### config.mk
export PLATFORM = sky130hd
export DESIGN_NAME = serial_bit_tx
export DESIGN_NICKNAME = d
export VERILOG_FILES = /design/src/rtl/serial_bit_tx.sv
export SDC_FILE = /design/constraint.sdc
export NUM_CORES = 1
export LEC_CHECK = 0
export ABC_AREA = 1
export CAP_MARGIN = 20
export CORE_UTILIZATION = 50
export DETAILED_ROUTE_END_ITERATION = 8
export MAX_ROUTING_LAYER = met4
export PLACE_DENSITY = 0.75
export SLEW_MARGIN = 20
export SYNTH_ARGS = -nofsm -noshare
export SYNTH_HDL_FRONTEND = slang
export SYNTH_SLANG_ARGS = --single-unit
### constraint.sdc
create_clock -name clk -period 1.6 [get_ports clk]
set_input_delay 0.16 -clock clk [delete_from_list [all_inputs] [get_ports clk]]
set_output_delay 0.16 -clock clk [all_outputs]
set_load 0.1 [all_outputs]
### src/rtl/serial_bit_tx.sv
// serial_bit_tx -- parallel-in, serial-out bit transmitter.
//
// Accepts a WIDTH-bit word on a valid/ready handshake and sends it one bit per clock
// on the registered line d (with its complement dnot), followed by one gap cycle.
//
// Ports:
//   clk       system clock, rising edge
//   rst_n     synchronous active-low reset
//   in_data   word to transmit, captured on in_valid && in_ready
//   in_valid  upstream has a word
//   in_ready  block can accept a word this cycle (registered)
//   d         serial data bit (registered)
//   dnot      ~d, registered alongside d
//   d_valid   d carries a payload or parity bit
//   d_last    final bit of the frame
//   busy      a frame is in progress (state != idle)
//
// Optional build macro SERIAL_BIT_TX_PARITY_EN: append an even-parity bit (XOR of the
// payload) after the payload; d_last then marks the parity bit.

module serial_bit_tx #(
    parameter int unsigned WIDTH     = 8,
    parameter bit          MSB_FIRST = 1'b1
) (
    input  logic             clk,
    input  logic             rst_n,
    input  logic [WIDTH-1:0] in_data,
    input  logic             in_valid,
    output logic             in_ready,
    output logic             d,
    output logic             dnot,
    output logic             d_valid,
    output logic             d_last,
    output logic             busy
);

    localparam int unsigned CntW = $clog2(WIDTH + 1);
`ifdef SERIAL_BIT_TX_PARITY_EN
    localparam int unsigned FrameBits = WIDTH + 1;
`else
    localparam int unsigned FrameBits = WIDTH;
`endif
    localparam logic [CntW-1:0] LastIdx    = CntW'(FrameBits - 1);
    localparam logic [CntW-1:0] PayloadEnd = CntW'(WIDTH);

    typedef enum logic [1:0] {
        StIdle,
        StShift,
        StGap
    } state_e;

    state_e           state_q, state_d;
    logic [WIDTH-1:0] shreg_q, shreg_d;
    logic [CntW-1:0]  cnt_q, cnt_d;
    logic             par_q, par_d;
    logic             d_q, d_d;
    logic             dnot_q, dnot_d;
    logic             d_valid_q, d_valid_d;
    logic             d_last_q, d_last_d;
    logic             in_ready_q, in_ready_d;
    logic             out_bit;

    // Bit currently at the output end of the shift register.
    assign out_bit = MSB_FIRST ? shreg_q[WIDTH-1] : shreg_q[0];

    always_comb begin
        state_d    = state_q;
        shreg_d    = shreg_q;
        cnt_d      = cnt_q;
        par_d      = par_q;
        d_d        = 1'b0;
        d_valid_d  = 1'b0;
        d_last_d   = 1'b0;

        case (state_q)
            StIdle: begin
                if (in_valid && in_ready_q) begin
                    shreg_d = in_data;
                    par_d   = ^in_data;
                    cnt_d   = '0;
                    state_d = StShift;
                end
            end
            StShift: begin
                d_valid_d = 1'b1;
                if (cnt_q < PayloadEnd) begin
                    d_d = out_bit;
                    if (MSB_FIRST) begin
                        shreg_d = {shreg_q[WIDTH-2:0], 1'b0};
                    end else begin
                        shreg_d = {1'b0, shreg_q[WIDTH-1:1]};
                    end
                end else begin
                    // Only reachable with the parity bit appended.
                    d_d = par_q;
                end
                if (cnt_q == LastIdx) begin
                    d_last_d = 1'b1;
                    state_d  = StGap;
                end else begin
                    cnt_d = cnt_q + CntW'(1);
                end
            end
            StGap: begin
                state_d = StIdle;
            end
            default: begin
                state_d = StIdle;
            end
        endcase

        dnot_d     = ~d_d;
        // Registered ready so it rises one cycle after reset release and lines up with
        // the state the next edge will leave us in.
        in_ready_d = (state_d == StIdle);
    end

    always_ff @(posedge clk) begin
        if (!rst_n) begin
            state_q    <= StIdle;
            shreg_q    <= '0;
            cnt_q      <= '0;
            par_q      <= 1'b0;
            d_q        <= 1'b0;
            dnot_q     <= 1'b1;
            d_valid_q  <= 1'b0;
            d_last_q   <= 1'b0;
            in_ready_q <= 1'b0;
        end else begin
            state_q    <= state_d;
            shreg_q    <= shreg_d;
            cnt_q      <= cnt_d;
            par_q      <= par_d;
            d_q        <= d_d;
            dnot_q     <= dnot_d;
            d_valid_q  <= d_valid_d;
            d_last_q   <= d_last_d;
            in_ready_q <= in_ready_d;
        end
    end

    assign in_ready = in_ready_q;
    assign d        = d_q;
    assign dnot     = dnot_q;
    assign d_valid  = d_valid_q;
    assign d_last   = d_last_q;
    assign busy     = (state_q != StIdle);

endmodule

==> results of run 1 <==
-- layer usage --
| metal | vias to the layer above | share of wire |
|---|---|---|
| met4 | 0 | 0.012 |
| met3 | 2 | 0.021 |
| met5 | - | 0 |
| li1 | 507 | - |
| met2 | 15 | 0.53 |
| met1 | 418 | 0.44 |
-- Yosys cell counts --
cell type  count
nand2_1       46
dfxtp_1       20
inv_1         18
nor2_1        16
o21ai_0       12
a21oi_1        6
inv_2          5
nand3_1        5
o21ai_1        5
xnor2_1        4
nor2_4         3
nor3_1         3
buf_2          2
buf_4          2
xor2_1         2
a21oi_4        1
buf_6          1
ha_1           1
nand2_2        1
nand2_4        1
o21ai_2        1
-- power by group through the flow --
stage          sequential (mW)  clock (mW)  combinational [mW]
3_5_place_dp             0.564           0               0.297
5_1_grt                  0.557       0.312               0.329
4_1_cts                  0.553       0.294               0.297
2_1_floorplan            0.592           0               0.185
6_report                 0.552       0.297               0.296
3_3_place_gp             0.563           0               0.285
-- cell type report --
| type | instances | area share |
|---|---|---|
| Clock buffer | 4 | 0.02759 |
| Inverter | 23 | 0.06565 |
| Multi-Input combinational cell | 107 | 0.4025 |
| Sequential cell | 20 | 0.3054 |
| Tap cell | 27 | 0.02569 |
| Timing Repair Buffer | 17 | 0.1732 |
-- flip-flops by register name, summed over array words and instances, names as in the netlist --
name and cells:
shreg_q 8, d_last 1, par_q 1, dnot 1
in_ready 1, d_valid 1, cnt_q 4, d 1
state_q 2
-- kinds of logic (layout without fill, tap and decap cells) --
logic type | count (synthesis) | in the layout | share of synthesized area
buffers and inverters | 28 | 44 | 0.1165
DFF | 20 | 20 | 0.3805
xor gates and xnor gates | 6 | 6 | 0.04994
adders and majority gates | 1 | 1 | 0.01189
and+or+nand+nor | 75 | 75 | 0.3080
AOI/OAI and AO/OA | 25 | 25 | 0.1332
-- worst max-delay path by stage --
stage,start,slack (ns),depth (start not counted),endpoint
2_1_floorplan,in_ready,0.08,9,cnt_q[3]
3_3_place_gp,in_valid,0.18,10,cnt_q[3]
3_5_place_dp,in_valid,0.12,10,cnt_q[3]
4_1_cts,state_q[0],0.29,9,cnt_q[3]
5_1_grt,state_q[0],0.13,9,cnt_q[3]
6_report,state_q[0],0.29,9,cnt_q[3]
-- tightest hold or removal path: cells and delay by family, from the launching register on --
family,cells,cell delay [ns]
flip-flops,1,0.33
AO/OA/AOI/OAI,1,0.05
buffers and inverters,1,0.05
==> metrics.txt, run 1 <==
post-synthesis cell type count 21; area share of the largest cell type after synthesis 0.3805; synth top area cells dfxtp_1 (38%), nand2_1 (16%), inv_1 (6.4%); average wire per standard cell roughly 9.9 um; FF-to-FF End cnt_q[3]; met3 GRT Util 0.02264; placed insts approximately 190; clock power share 0.259; Core Area 1962 um2; leakage between 0.6 and 0.7 nW; pin count of the biggest net entering global routing 16; Critical Path, Cell by Cell inv_2 > nor2_4 > nand2_1 > nand2_2 > inv_2 > nand2_1 > nand2_1 > nand2_1 > inv_1; Placed Area 1279 um2; fmax 765.9 MHz; Period minus WS final 1.306 ns; GRT Overall Usage 0.2049; leading area contributor after synthesis dfxtp_1; max-slew violations 0; final worst setup slack 0.2943 ns; DP Worst Slack ~0.12 ns; met2 Usage GRT 0.3730; final setup TNS 0 ns; Core Rows 16; RSZ-0062 raised after global routing no; commonest non-fill, non-tap cell in the layout nand2_1; die footprint around 2300 um2; CTS buffer count 3; Pint about 800 uW; buffer count from post-CTS setup fixing 0; hold slack 0.4574 ns; Die H approximately 48 um; first-pass GRT wire length approximately 3.2 mm; 1st-iter DRT viols 23; Gate power share 0.258; grt total ovfl 0; Area Overhead vs Synth 24.97%; Crit-path slowest cell dfxtp_1; status completed; crit path capture type register; crit start category register; most frequent cells in the layout nand2_1 (46), dfxtp_1 (19), inv_1 (18), nor2_1 (16), o21ai_0 (12); FILL cells roughly 190; Syn Nets between 150 and 200; vias post-DR about 940; Yosys reg bits 20; Tightest Hold Check Type reg2reg; syn_area_per_cell just under 7 um2; clk sinks 20; non-filler cells, final 198; Worst-path clk slew roughly 0.12 ns; register area share after synthesis 0.3805; PortBufs 16; critical path required time roughly 1.8 ns; WS Path Type reg2reg; Vias/cell between 4 and 5; Layout Utilization 0.6703; Top delay family on crit path simple AND/OR/NAND/NOR gates; busiest metal layer after global routing met2; Layout Skew roughly 0.0069 ns; CTS tree built; Resized Gates After CTS 0; Final Setup Violations 0; post-DP HPWL 1.554 mm; Sw Ratio 0.3136; share of layout cells above drive strength 1 0.1404; Bufs on Longest Clock Path 2; worst hold stages 2; die width ~48 um; nets@finish between 150 and 200; Final Instance Area approximately 1300 um2; Sw Pwr between 300 and 400 uW; Mapped Area ~1100 um2; post-route ant nets 0; Critical Path Fanout Max 15; WL final 1.961 mm; Tot Pwr roughly 1.1 mW; RR Startpoint state_q[0]; R2R Setup Slk between 0.2 and 0.3 ns; Syn. warnings 0; Root Driver clkbuf_4; total number of H-tree levels 1; Worst Reg-to-Reg Cells 9; Critical Path AT about 1.5 ns; Worst path most repeated cell nand2_1; Initial Utilization 0.5364; io pins 17; number of global-route vias before repair between 800 and 900; pwr dens 870.3 nW/um2; Hold Fails Final Rpt 0; hold buffers post-CTS 0; Clock Latency Late Sink 0.30 ns; Worst Tran Pin Value 0.3601 ns; Max-slew headroom 0.7593; Peak VDD IR slightly below 0.0004 V; multi-input gate area in the final layout between 500 and 600 um2; Hold Path Origin shreg_q[2]; drt drc 0; hold path endpoint shreg_q[2]; Sequential Power Share 0.483; met1 usage 0.2230; Syn Inst Count approximately 160; max incr delay on CP 0.34 ns; Crit path buffers/inverters 3; Pre-antenna DRT Iters 4; initial antenna violation count 0; Final GP Congestion ~0.8; number of max-cap violations 0; Antenna diodes 0; register area approximately 400 um2; Final Cycle Share 0.8161
(Power assumes the default switching activity.)
==> run 2, diff against run 1 <==
CORE_UTILIZATION = 46   (was 50)
PLACE_DENSITY = 0.73   (was 0.75)
clock period = 1.2 ns   (was 1.6 ns; I/O delays follow)
==> metrics.txt, run 2 (synthesis gave the netlist of run 1 again) <==
hold path endpoint shreg_q[7]; Final Setup Violations 1 (+1); Die H 49.83 um (+4.1%); io pins 17 (unchanged); Critical Path Fanout Max 7 (-8); R2R Setup Slk -0.009 ns (-0.30 ns); PortBufs 16 (unchanged); clk sinks 20 (unchanged); leakage 0.7119 nW (+17%); crit path capture type register; worst hold stages 2 (unchanged); nets@finish 202 (+9.8%); CTS buffer count 3 (unchanged); status finished with violations; Pre-antenna DRT Iters 4 (unchanged); pwr dens 1076 nW/um2 (+24%); Core Rows 16 (unchanged); Area Overhead vs Synth 43.99%; Sw Ratio 0.3188 (+0.005214); Max-slew headroom 0.8276 (+0.06824); max-slew violations 0 (unchanged); RR Startpoint state_q[0]; CTS tree built; Reg with most FFs shreg_q; Clock Latency Late Sink 0.30 ns (about the same); hold buffers post-CTS 0 (unchanged); most frequent cells in the layout nand2_1 (44), nor2_1 (16), inv_1 (16), buf_4 (16), dfxtp_1 (15); first-pass GRT wire length 3.988 mm (+24%); Sequential Power Share 0.455 (-0.028); Layout Utilization 0.7348 (+0.06455); initial antenna violation count 0 (unchanged); Hold Fails Final Rpt 0 (unchanged); Layout Skew 0.002885 ns (-0.004015 ns); Worst Reg-to-Reg Cells 7 (-2); vias post-DR 1044 (+11%); die footprint 2483 um2 (+8.3%); Vias/cell 4.833 (+1.6%); final worst setup slack -0.009321 ns (-0.3036 ns); Tightest Hold Check Type reg2reg; FF-to-FF End cnt_q[1]; clock power share 0.245 (-0.014); Hold Path Origin shreg_q[7]; Bufs on Longest Clock Path 2 (unchanged); total number of H-tree levels 1 (unchanged); post-route ant nets 0 (unchanged); Peak VDD IR 0.0008462 V (+120%); post-DP HPWL 1.679 mm (+8.0%); DP Worst Slack -0.2044 ns (-0.3213 ns); GRT Overall Usage 0.2151 (+0.01021); RSZ-0062 raised after global routing yes; max FFs per register 8 (unchanged); Critical Path AT 1.45 ns (-0.07 ns); number of global-route vias before repair 996 (+23%); Gate power share 0.300 (+0.042); Sw Pwr 519.9 uW (+45%); pin count of the biggest net entering global routing 13 (-3); die width 49.83 um (+4.1%); crit start category register; average wire per standard cell 10.78 um (+8.8%); failing checks setup timing; 1st-iter DRT viols 19 (-17%); Final GP Congestion 0.8268 (+3.4%); FILL cells 157 (-19%); Tot Pwr 1.631 mW (+43%); number of max-cap violations 0 (unchanged); commonest non-fill, non-tap cell in the layout nand2_1; WL final 2.328 mm (+19%); share of layout cells above drive strength 1 0.2751 (+0.1348); Root Driver clkbuf_4; hold slack 0.4631 ns (+0.005620 ns); grt total ovfl 0 (unchanged); WS Path Type reg2reg; Core Area 2062 um2 (+5.1%); Initial Utilization 0.5103 (-0.02604); Worst Tran Pin Value 0.2578 ns (-0.1023 ns); critical path required time 1.44 ns (-0.38 ns); Largest regs shreg_q x8, cnt_q x4, state_q x2; Final Cycle Share 1.008 (+0.1917); Pint 1.111 mW (+41%); drt drc 0 (unchanged); fmax 826.9 MHz (+8.0%); Worst-path clk slew 0.12 ns (about the same); Period minus WS final 1.209 ns (-0.09641 ns); Antenna diodes 0 (unchanged)
==> run 2: cell types whose count changed in the layout (fill, tap and decap cells not counted), moves of 2 or more <==
cell,before,now
buf_4,1,16
buf_6,0,3
dfxtp_1,19,15
dfxtp_2,1,4
inv_1,18,16
inv_4,0,2
nand2_1,46,44
o21ai_0,12,7
o21ai_1,5,10
==> run 2: worst max path at each step <==
stage | start | to | slack, ns | depth (start not counted)
after floorplan | state_q[1] | cnt_q[3] | -0.04 | 10
after global placement | in_valid | shreg_q[4] | -0.14 | 7
after detailed placement | in_data[7] | par_q | -0.20 | 10
after CTS | cnt_q[0] | cnt_q[3] | 0.001 | 9
after global routing | state_q[0] | shreg_q[2] | -0.07 | 7
final | state_q[0] | cnt_q[1] | -0.009 | 7
==> run 2: power by group through the flow <==
stage / Sequential [mW] / Combinational, mW / Clock [mW]
3_3_place_gp: 0.751 / 0.432 / 0
3_5_place_dp: 0.753 / 0.446 / 0
2_1_floorplan: 0.792 / 0.255 / 0
6_report: 0.742 / 0.490 / 0.400
4_1_cts: 0.738 / 0.460 / 0.402
5_1_grt: 0.747 / 0.536 / 0.443
==> run 2: layout make-up <==
| cell class | instances | area, um2 | share of cell area |
|---|---|---|---|
| Inverter | 23 | 91.34 | 0.06028 |
| Timing Repair Buffer | 35 | 374.1 | 0.2469 |
| Sequential cell | 20 | 409.1 | 0.2700 |
| Multi-Input combinational cell | 107 | 570.5 | 0.3765 |
| Clock buffer | 4 | 36.28 | 0.02395 |
| Tap cell | 27 | 33.78 | 0.02230 |
==> run 2: routing by layer <==
metal	routed length, um	vias to the layer above	global-route usage
met3	119	2	0.03395
met1	1048	457	0.2519
li1	-	551	-
met4	23	0	0.1000
met5	0	-	-
met2	1137	34	0.3581
==> run 2: critical path: stages, from the launching register on <==
cell	delay, ns
dfxtp_2	0.36
inv_4	0.05
nor2_4	0.16
inv_2	0.10
nor2_4	0.14
buf_4	0.14
nand3_1	0.09
nand2_1	0.10
==> run 2: per-stage QoR <==
step | cell area [um2] | instances | setup TNS, ns
floorplan | 1080 | 155 | -0.06225
global placement | 1395 | 206 | -1.187
detailed placement | 1395 | 206 | -1.487
CTS | 1448 | 212 | 0
global route | 1515 | 216 | -0.3221
finish | 1515 | 216 | -0.009321
==> run 2: what timing repair did <==
action | 4_1_cts | 5_1_grt
buffers inserted | 2 | 4
setup endpoints to repair | 5 | 10
pin swaps | 0 | 6
hold endpoints to repair | 0 | 0
resized for setup | 1 | 12
